[src/rtl/instr_sequencer.sv]
// Six-phase (T1..T6) control sequencer for the 8-bit W-register datapath.
// It drives the datapath load strobes, decodes GOTO/CALL/RETURN and keeps the return-address stack.
module instr_sequencer #(
    parameter int PC_W        = 11,
    parameter int IR_W        = 14,
    parameter int STACK_DEPTH = 8
) (
    input  logic            clk,
    input  logic            rst,
    input  logic            run,
    input  logic            step,
    input  logic [IR_W-1:0] ir,
    input  logic [PC_W-1:0] pc,
    output logic            load_mar,
    output logic            load_pc,
    output logic            pc_src,
    output logic [PC_W-1:0] pc_target,
    output logic            load_ir,
    output logic            load_w,
    output logic            halted,
    output logic            illegal,
    output logic            stk_err,
    output logic [2:0]      state_dbg
);

    localparam int SP_W  = (STACK_DEPTH > 1) ? $clog2(STACK_DEPTH) : 1;
    localparam int DEP_W = $clog2(STACK_DEPTH + 1);
    localparam logic [DEP_W-1:0] DEPTH_FULL = DEP_W'(STACK_DEPTH);

    typedef enum logic [2:0] {
        T0   = 3'd0,
        T1   = 3'd1,
        T2   = 3'd2,
        T3   = 3'd3,
        T4   = 3'd4,
        T5   = 3'd5,
        T6   = 3'd6,
        HALT = 3'd7
    } state_t;

    state_t            state_q, state_d;
    logic [PC_W-1:0]   stack_q [STACK_DEPTH];
    logic [SP_W-1:0]   sp_q, sp_d;
    logic [DEP_W-1:0]  depth_q, depth_d;
    logic              err_q, err_d;
    logic              push;

    logic [5:0]        op6;
    logic              is_alu, is_goto, is_call, is_ret, is_nop;
    logic              go;
    logic [SP_W-1:0]   top_idx;
    logic [PC_W-1:0]   jump_addr;

    assign op6       = ir[13:8];
    assign is_alu    = (op6 == 6'b110000) || (op6 == 6'b111110) || (op6 == 6'b111100) ||
                       (op6 == 6'b111001) || (op6 == 6'b111000) || (op6 == 6'b111010);
    assign is_goto   = (ir[13:11] == 3'b101);
    assign is_call   = (ir[13:11] == 3'b100);
    assign is_ret    = (ir == IR_W'(14'h0008));
    assign is_nop    = (ir == '0);
    // run and step only matter where an instruction boundary is decided (T0, T6, HALT).
    assign go        = run | step;
    assign top_idx   = sp_q - SP_W'(1);
    assign jump_addr = PC_W'(ir[10:0]);

    always_comb begin
        state_d   = state_q;
        sp_d      = sp_q;
        depth_d   = depth_q;
        err_d     = err_q;
        push      = 1'b0;
        load_mar  = 1'b0;
        load_pc   = 1'b0;
        pc_src    = 1'b0;
        pc_target = '0;
        load_ir   = 1'b0;
        load_w    = 1'b0;
        illegal   = 1'b0;
        case (state_q)
            T0:   state_d = go ? T1 : HALT;
            T1: begin
                load_mar = 1'b1;
                state_d  = T2;
            end
            T2: begin
                load_pc = 1'b1;
                state_d = T3;
            end
            T3: begin
                load_ir = 1'b1;
                state_d = T4;
            end
            T4: begin
                state_d = T5;
                if (is_alu) begin
                    load_w = 1'b1;
                end else if (is_goto) begin
                    load_pc   = 1'b1;
                    pc_src    = 1'b1;
                    pc_target = jump_addr;
                end else if (is_call) begin
                    // pc was already incremented in T2, so it is the return address.
                    load_pc   = 1'b1;
                    pc_src    = 1'b1;
                    pc_target = jump_addr;
                    push      = 1'b1;
                    sp_d      = sp_q + SP_W'(1);
                    if (depth_q == DEPTH_FULL) err_d = 1'b1;
                    else depth_d = depth_q + DEP_W'(1);
                end else if (is_ret) begin
                    load_pc = 1'b1;
                    pc_src  = 1'b1;
                    if (depth_q == '0) begin
                        err_d = 1'b1;
                    end else begin
                        pc_target = stack_q[top_idx];
                        sp_d      = top_idx;
                        depth_d   = depth_q - DEP_W'(1);
                    end
                end else if (!is_nop) begin
                    illegal = 1'b1;
                end
            end
            T5:   state_d = T6;
            T6:   state_d = go ? T1 : HALT;
            HALT: state_d = go ? T1 : HALT;
            default: state_d = T0;
        endcase
    end

    // A full stack wraps the pointer, so a push overwrites the oldest entry.
    always_ff @(posedge clk) begin
        if (rst) begin
            state_q <= T0;
            sp_q    <= '0;
            depth_q <= '0;
            err_q   <= 1'b0;
            for (int i = 0; i < STACK_DEPTH; i++) stack_q[i] <= '0;
        end else begin
            state_q <= state_d;
            sp_q    <= sp_d;
            depth_q <= depth_d;
            err_q   <= err_d;
            if (push) stack_q[sp_q] <= pc;
        end
    end

    assign halted    = (state_q == HALT);
    assign stk_err   = err_q;
    assign state_dbg = state_q;

endmodule

[config.mk]
export PLATFORM = sky130hd
export DESIGN_NAME = instr_sequencer
export DESIGN_NICKNAME = d
export VERILOG_FILES = /design/src/rtl/instr_sequencer.sv
export SDC_FILE = /design/constraint.sdc
export NUM_CORES = 1
export LEC_CHECK = 0
export CAP_MARGIN = 20
export CORE_UTILIZATION = 55
export CTS_BUF_LIST = sky130_fd_sc_hd__clkbuf_16
export DETAILED_ROUTE_END_ITERATION = 10
export GPL_ROUTABILITY_DRIVEN = 0
export PLACE_DENSITY = 0.85
export SYNTH_ARGS = -nofsm -noshare
export SYNTH_HDL_FRONTEND = slang
export SYNTH_SLANG_ARGS = --single-unit
[constraint.sdc]
create_clock -name clk -period 4.7 [get_ports clk]
set_input_delay 1.175 -clock clk [delete_from_list [all_inputs] [get_ports clk]]
set_output_delay 1.175 -clock clk [all_outputs]
set_load 0.05 [all_outputs]
# Word-level counts from Yosys, hierarchy flattened
# Memory sizes are Yosys's and may differ from the RTL's.
# Index checks and enable logic that the tools add are counted.
dict set report totals {
  register_bits 11
  latchBits 0
  ram_bits 88
  rom_bits 0
  input_bits 29
  output_inout_bits 22
  word_cells 94
  mem_count 1
}
# name words width read_ports rd_clocked_by_memory_dff wr line_no
set memory_table {}
lappend memory_table {stack_q 8 11 1 0 8 42} ;# logic [PC_W-1:0] stack_q [STACK_DEPTH];
dict set report classes {
  n_addsub 4
  multipliers 0
  n_div 0
  magnitude_cmp 0
  n_eq_ne 20
  shifts 0
  muxes 47
  bitwise_logic 3
  n_reduce_logical 15
}
# cell n
set ops {}
lappend ops {{$mux W11} 7}
lappend ops {{$eq A6 B6 Y1 const B} 6}
lappend ops {{$mux W1} 29}
lappend ops {{$eq A3 B3 Y1 const B} 6}
lappend ops {{$pmux W3 S6} 1}
lappend ops {{$mux W4} 4}
lappend ops {{$mux W3} 5}
lappend ops {{$eq A14 B4 Y1 const B} 1}
lappend ops {{$logic_not A14 Y1} 1}
lappend ops {{$reduce_and A6 Y1} 2}
lappend ops {{$reduce_or A11 Y1} 1}
lappend ops {{$eq A3 B2 Y1 const B} 2}
lappend ops {{$logic_or A1 B1 Y1} 5}
lappend ops {{$reduce_and A5 Y1} 1}
lappend ops {{$add A4 B1 Y4 const B} 1}
lappend ops {{$eq A4 B4 Y1 const B} 1}
lappend ops {{$logic_not A4 Y1} 1}
lappend ops {{$ne A2 B2 Y1 const B} 2}
lappend ops {{$reduce_bool A2 Y1} 2}
lappend ops {{$sub A4 B1 Y4 const B} 1}
lappend ops {{$add A3 B1 Y3 const B} 1}
lappend ops {{$eq A3 B1 Y1 const B} 1}
lappend ops {{$logic_not A3 Y1} 1}
lappend ops {{$reduce_or A3 Y1} 1}
lappend ops {{5 further kinds} 6}

# Depth between registers and ports, before layout
dict set report logic_depth {
  word_depth 13
  mapped_depth 9
  ltp_nobuf 8
}

# Worst setup path before layout
# No wires, ideal clock.
dict set report synth_path {
  path_type {input to output}
  start {in ir[13]}
  end {out load_pc}
  t_arrival_ns 3.122
  t_required_ns 3.525
  path_slack_ns 0.403
  stages 5
  n_path_buf 1
  cell_sequence {and4b_1 -> a311o_1 -> clkbuf_1 -> a21oi_1 -> a21o_1}
}
dict set report synth_via {
  elab_chain_cells 8
  elab_cells_between_ends 19
  cone_classes {9 x eq/ne; 5 x mux; 5 x reduce/logical}
}
# item line_no
set synth_lines {}
lappend synth_lines {{from (decl)} 12} ;# input logic [IR_W-1:0] ir,
lappend synth_lines {{parallel branches: the longest is 6 deep, another holds $eq A14 B4 Y1} n/a}
lappend synth_lines {{$mux W1 *} 95} ;# if (is_alu) begin
lappend synth_lines {{$pmux W1 S2 *} 79} ;# case (state_q)
lappend synth_lines {{to (decl)} 15} ;# output logic load_pc,
# Every way passes the cells marked *.

# Final worst setup path
dict set report layout_path {
  start {in ir[11]}
  end {out pc_target[3]}
}
dict set report layout_via {
  elab_chain_cells 8
  elab_cells_between_ends 19
  cone_classes {9 x eq/ne; 5 x mux; 5 x reduce/logical}
}
# item line_no
set layout_lines {}
lappend layout_lines {{parallel branches: the longest is 6 deep, another holds $eq A14 B4 Y1} n/a}
lappend layout_lines {{$mux W11 *} 95}
lappend layout_lines {{$mux W11 *} 79}
lappend layout_lines {{to (decl)} 17} ;# output logic [PC_W-1:0] pc_target,
# Marks and branches as above.

==> flow_metrics.env <==
export IMPL_grt_pass1_wl_um=18300
export IMPL_worst_endpoint_required_ns=3.52
export IMPL_timing_final_max_slew_violations=0
export IMPL_report_final_hold_viol_count=0
export IMPL_synth_warnings=0
export IMPL_multiInputGateArea_um2=2000
export IMPL_final_cells=548
export IMPL_drv_cap=0
export IMPL_fin_area_um2=6070
export IMPL_grt_util_all_layers_pct=26.1
export IMPL_cts_buffers=9
export IMPL_syn_nets=416
export IMPL_cts_buffer_depth=2
export IMPL_crit_type="in2out"
export IMPL_met3_track_demand_over_resource_pct=6.29
export IMPL_drive_gt1_share_pct=20.2
export IMPL_timing_critical_path_arrival_ns=3.32
export IMPL_grt_busiest_layer="met2"
export IMPL_grt_antenna_before_repair=0
export IMPL_synth_seq_cells=99
export IMPL_grt_met1_usage_pct=33.1
export IMPL_postCtsSetupRepairBufs=0
export IMPL_cell_variety_after_synth=42
export IMPL_multiplexer_share_of_the_synthesized_area_pct=12.7
export IMPL_pre_cts_slack_ns=0.172
export IMPL_final_setup_skew_ns=0.00547
export IMPL_filler_cell_count=582
export IMPL_rsz0062_at_grt="no"
export IMPL_core_utilization_of_the_finished_layout_pct=69.6
export IMPL_netlist_instances=382
export IMPL_report_final_setup_viol=0
export IMPL_outcome="completed"
export IMPL_dpl_cell_area_um2=5750
export IMPL_synth_area_per_cell_um2=13.0
export IMPL_min_path_type="reg2reg"
export IMPL_viasPerCell=6.16
export IMPL_worstPathCellList="clkdlybuf4s50_1 -> nor4b_2 -> nand4_1 -> nor2b_1 -> buf_4 -> a22oi_1 -> nor2_1 -> buf_12"
export IMPL_tightestPinTransition_ns=0.703
export IMPL_synthSimpleGateAreaFrac_pct=20.4
export IMPL_wirelength_um=11800
export IMPL_grt_start_max_net_pins=30
export IMPL_antenna_diode_count=0
export IMPL_synth_compound_gate_area_share_pct=5.15
export IMPL_drc_errors=0
export IMPL_synth_top_cells_by_area="sky130_fd_sc_hd__edfxtp_1, sky130_fd_sc_hd__and2_1, sky130_fd_sc_hd__mux4_2"
export IMPL_post_dp_hpwl_um=7560
export IMPL_min_period_ns=4.49
export IMPL_clk_slew_on_worst_s_h_paths_ns=0.07
export IMPL_antenna_left=0
export IMPL_critical_path_endpoint_type="output pin"
export IMPL_dominant_combinational_cell_family_by_area_after_synthesis="simple AND/OR/NAND/NOR gates"
export IMPL_post_drt_wl_per_cell_um=21.6
export IMPL_floorplan_die_width_um=97.0
export IMPL_dp_cells=532
export IMPL_route_vias_total=3375
export IMPL_startpoint_type="input port"
export IMPL_yosys_area_share_adder_pct=1.41
export IMPL_flow_area_growth_from_synthesis_pct=22.4
export IMPL_cts_resized=0
export IMPL_crit_slowest_cell="sky130_fd_sc_hd__clkdlybuf4s50_1"
export IMPL_period_utilization_post_route_pct=95.5
export IMPL_maxClockFrequency_ghz=0.223
export IMPL_layout_setup_ws_ns=0.209
export IMPL_first_pass_iters=4
export IMPL_clock_tree_from_tritoncts="built"
export IMPL_clock_tree_root_cell="sky130_fd_sc_hd__clkbuf_16"
export IMPL_io_buffers=50
export IMPL_start_util_pct=56.9
export IMPL_grt_met2_usage_pct=42.4
export IMPL_leakage_power_total_nw=2.20
export IMPL_synth_xor_xnor_area_share_pct=0.530
export IMPL_drt_initial_drc_count=299
export IMPL_timing_critical_path_fanout_max=10
export IMPL_synth_area_leader_cell="sky130_fd_sc_hd__edfxtp_1"
export IMPL_core_area_um2=8720
export IMPL_fp_dieArea_um2=9400
export IMPL_pwr_density_cell_nw_per_um2=317
export IMPL_portion_of_the_post_synthesis_area_used_by_sequential_elements_pct=57.7
export IMPL_clk_sink_count=99
export IMPL_slew_headroom_pct=53.0
export IMPL_cts_hold_buf=0
export IMPL_floorplan_rows=34
export IMPL_grt_pass1_vias=3456
export IMPL_synthesis_area_um2=4960
export IMPL_cpPeakStageDelay_ns=0.53
export IMPL_cts_htree_levels=3
export IMPL_gr_total_overflow=0
export IMPL_clk_latency_ns=0.34
export IMPL_setup_tns_final_ns=0
export IMPL_nNetsFinal=469
export IMPL_irDropWorstVdd_uv=209
export IMPL_final_seq_area_um2=2860
export IMPL_chipHeight_um=97.0
export IMPL_proportion_of_netlist_area_held_by_the_largest_area_contributor_pct=53.3
export IMPL_ios=51
placed cells by master, fill, tap and decap left out, types with 9 or more instances in the layout:
| cell type | Yosys | layout |
|---|---|---|
| sky130_fd_sc_hd__edfxtp_1 | 88 | 88 |
| sky130_fd_sc_hd__a22oi_1 | 12 | 12 |
| sky130_fd_sc_hd__and2_1 | 89 | 89 |
| sky130_fd_sc_hd__buf_12 | 0 | 14 |
| sky130_fd_sc_hd__mux4_2 | 22 | 22 |
| sky130_fd_sc_hd__a21oi_1 | 15 | 15 |
| sky130_fd_sc_hd__nand2_1 | 9 | 9 |
| sky130_fd_sc_hd__dfxtp_1 | 11 | 11 |
| sky130_fd_sc_hd__nor2_1 | 28 | 28 |
| sky130_fd_sc_hd__mux2_2 | 12 | 12 |
| sky130_fd_sc_hd__buf_4 | 0 | 14 |
| sky130_fd_sc_hd__clkbuf_16 | 0 | 9 |
| sky130_fd_sc_hd__clkdlybuf4s50_1 | 0 | 36 |
logic make-up (layout without fill, tap and decap cells):
logic type               count (synthesis)  count (layout)
AO/OA/AOI/OAI                           40              40
XOR/XNOR                                 3               3
adder cells (fa/ha/maj)                  5               5
buffers and inverters                   26              84
flip-flops                              99              99
multiplexers                            34              34
AND/OR/NAND/NOR                        175             175
report_power, final:
part,total [mW],internal (mW),switching (mW),leakage (nW)
combinational,0.167,0.0717,0.0953,1.05
sequential,0.995,0.982,0.0128,0.998
clock,0.762,0.422,0.340,0.149
synth_stat cells:
cell,count
sky130_fd_sc_hd__nor2_1,28
sky130_fd_sc_hd__mux4_2,22
sky130_fd_sc_hd__and3b_1,1
sky130_fd_sc_hd__and2_1,89
sky130_fd_sc_hd__or3b_1,1
sky130_fd_sc_hd__xor2_1,2
sky130_fd_sc_hd__mux2_2,12
sky130_fd_sc_hd__nor4_1,3
sky130_fd_sc_hd__ha_1,4
sky130_fd_sc_hd__and4b_1,1
sky130_fd_sc_hd__nor4b_1,1
sky130_fd_sc_hd__xnor2_1,1
sky130_fd_sc_hd__dfxtp_1,11
sky130_fd_sc_hd__or3_1,1
sky130_fd_sc_hd__o31ai_1,1
sky130_fd_sc_hd__or4_1,1
sky130_fd_sc_hd__o311ai_0,1
sky130_fd_sc_hd__a21o_1,3
sky130_fd_sc_hd__inv_2,1
sky130_fd_sc_hd__a21oi_1,15
sky130_fd_sc_hd__a221oi_1,1
sky130_fd_sc_hd__buf_2,3
sky130_fd_sc_hd__a311o_1,1
sky130_fd_sc_hd__nor3_1,7
sky130_fd_sc_hd__nor2b_1,5
sky130_fd_sc_hd__fa_1,1
sky130_fd_sc_hd__or2_2,8
sky130_fd_sc_hd__inv_1,3
sky130_fd_sc_hd__nand4_1,1
sky130_fd_sc_hd__nor3b_4,1
sky130_fd_sc_hd__nand2_1,9
sky130_fd_sc_hd__and2b_1,1
sky130_fd_sc_hd__a31oi_1,2
sky130_fd_sc_hd__nand3_1,6
sky130_fd_sc_hd__o21ai_0,4
sky130_fd_sc_hd__a22oi_1,12
sky130_fd_sc_hd__nor3b_1,1
sky130_fd_sc_hd__buf_1,1
sky130_fd_sc_hd__clkbuf_1,18
sky130_fd_sc_hd__and3_1,5
sky130_fd_sc_hd__nand2b_1,5
sky130_fd_sc_hd__edfxtp_1,88
routing by layer:
layer	share of wire [%]	vias up
li1	-	1513
met1	40	1680
met2	50	158
met3	7.4	24
met4	2.9	0
met5	0	-
critical path: cells and delay by family:
family | cells | cell delay (ns)
compound gates | 1 | 0.10
buf+inv | 3 | 0.94
simple gates | 4 | 1.09
state kept, by name (all words and copies together), names as in the netlist:
| register | count |
|---|---|
| state_dbg | 3 |
| depth_q | 4 |
| sp_q | 3 |
| stk_err | 1 |
| stack_q | 88 |
layout make-up:
type / instances / share of cell area, %
Sequential cell: 99 / 47.2
Tap cell: 108 / 2.23
Timing Repair Buffer: 64 / 12.3
Multi-Input combinational cell: 257 / 33.0
Inverter: 4 / 0.247
Clock buffer: 9 / 3.71
Clock inverter: 7 / 1.38
stage by stage:
| step | power, mW | hold slack [ns] |
|---|---|---|
| after global routing | 1.97 | 0.515 |
| after CTS | 1.93 | 0.476 |
| after detailed placement | 1.18 | 0.459 |
| after floorplan | 1.10 | 0.449 |
| after global placement | 1.17 | 0.448 |
| final | 1.92 | 0.472 |
final timing paths:
kind	startpoint	end	slack, ns	depth (start not counted)
worst min-delay path	stk_err	stk_err	0.47	2
worst min register to register	stk_err	stk_err	0.47	2
worst max-delay path	ir[11]	pc_target[3]	0.21	8
worst max register to register	state_dbg[2]	stack_q[0][2]	2.24	4
(Power assumes the default switching activity.)
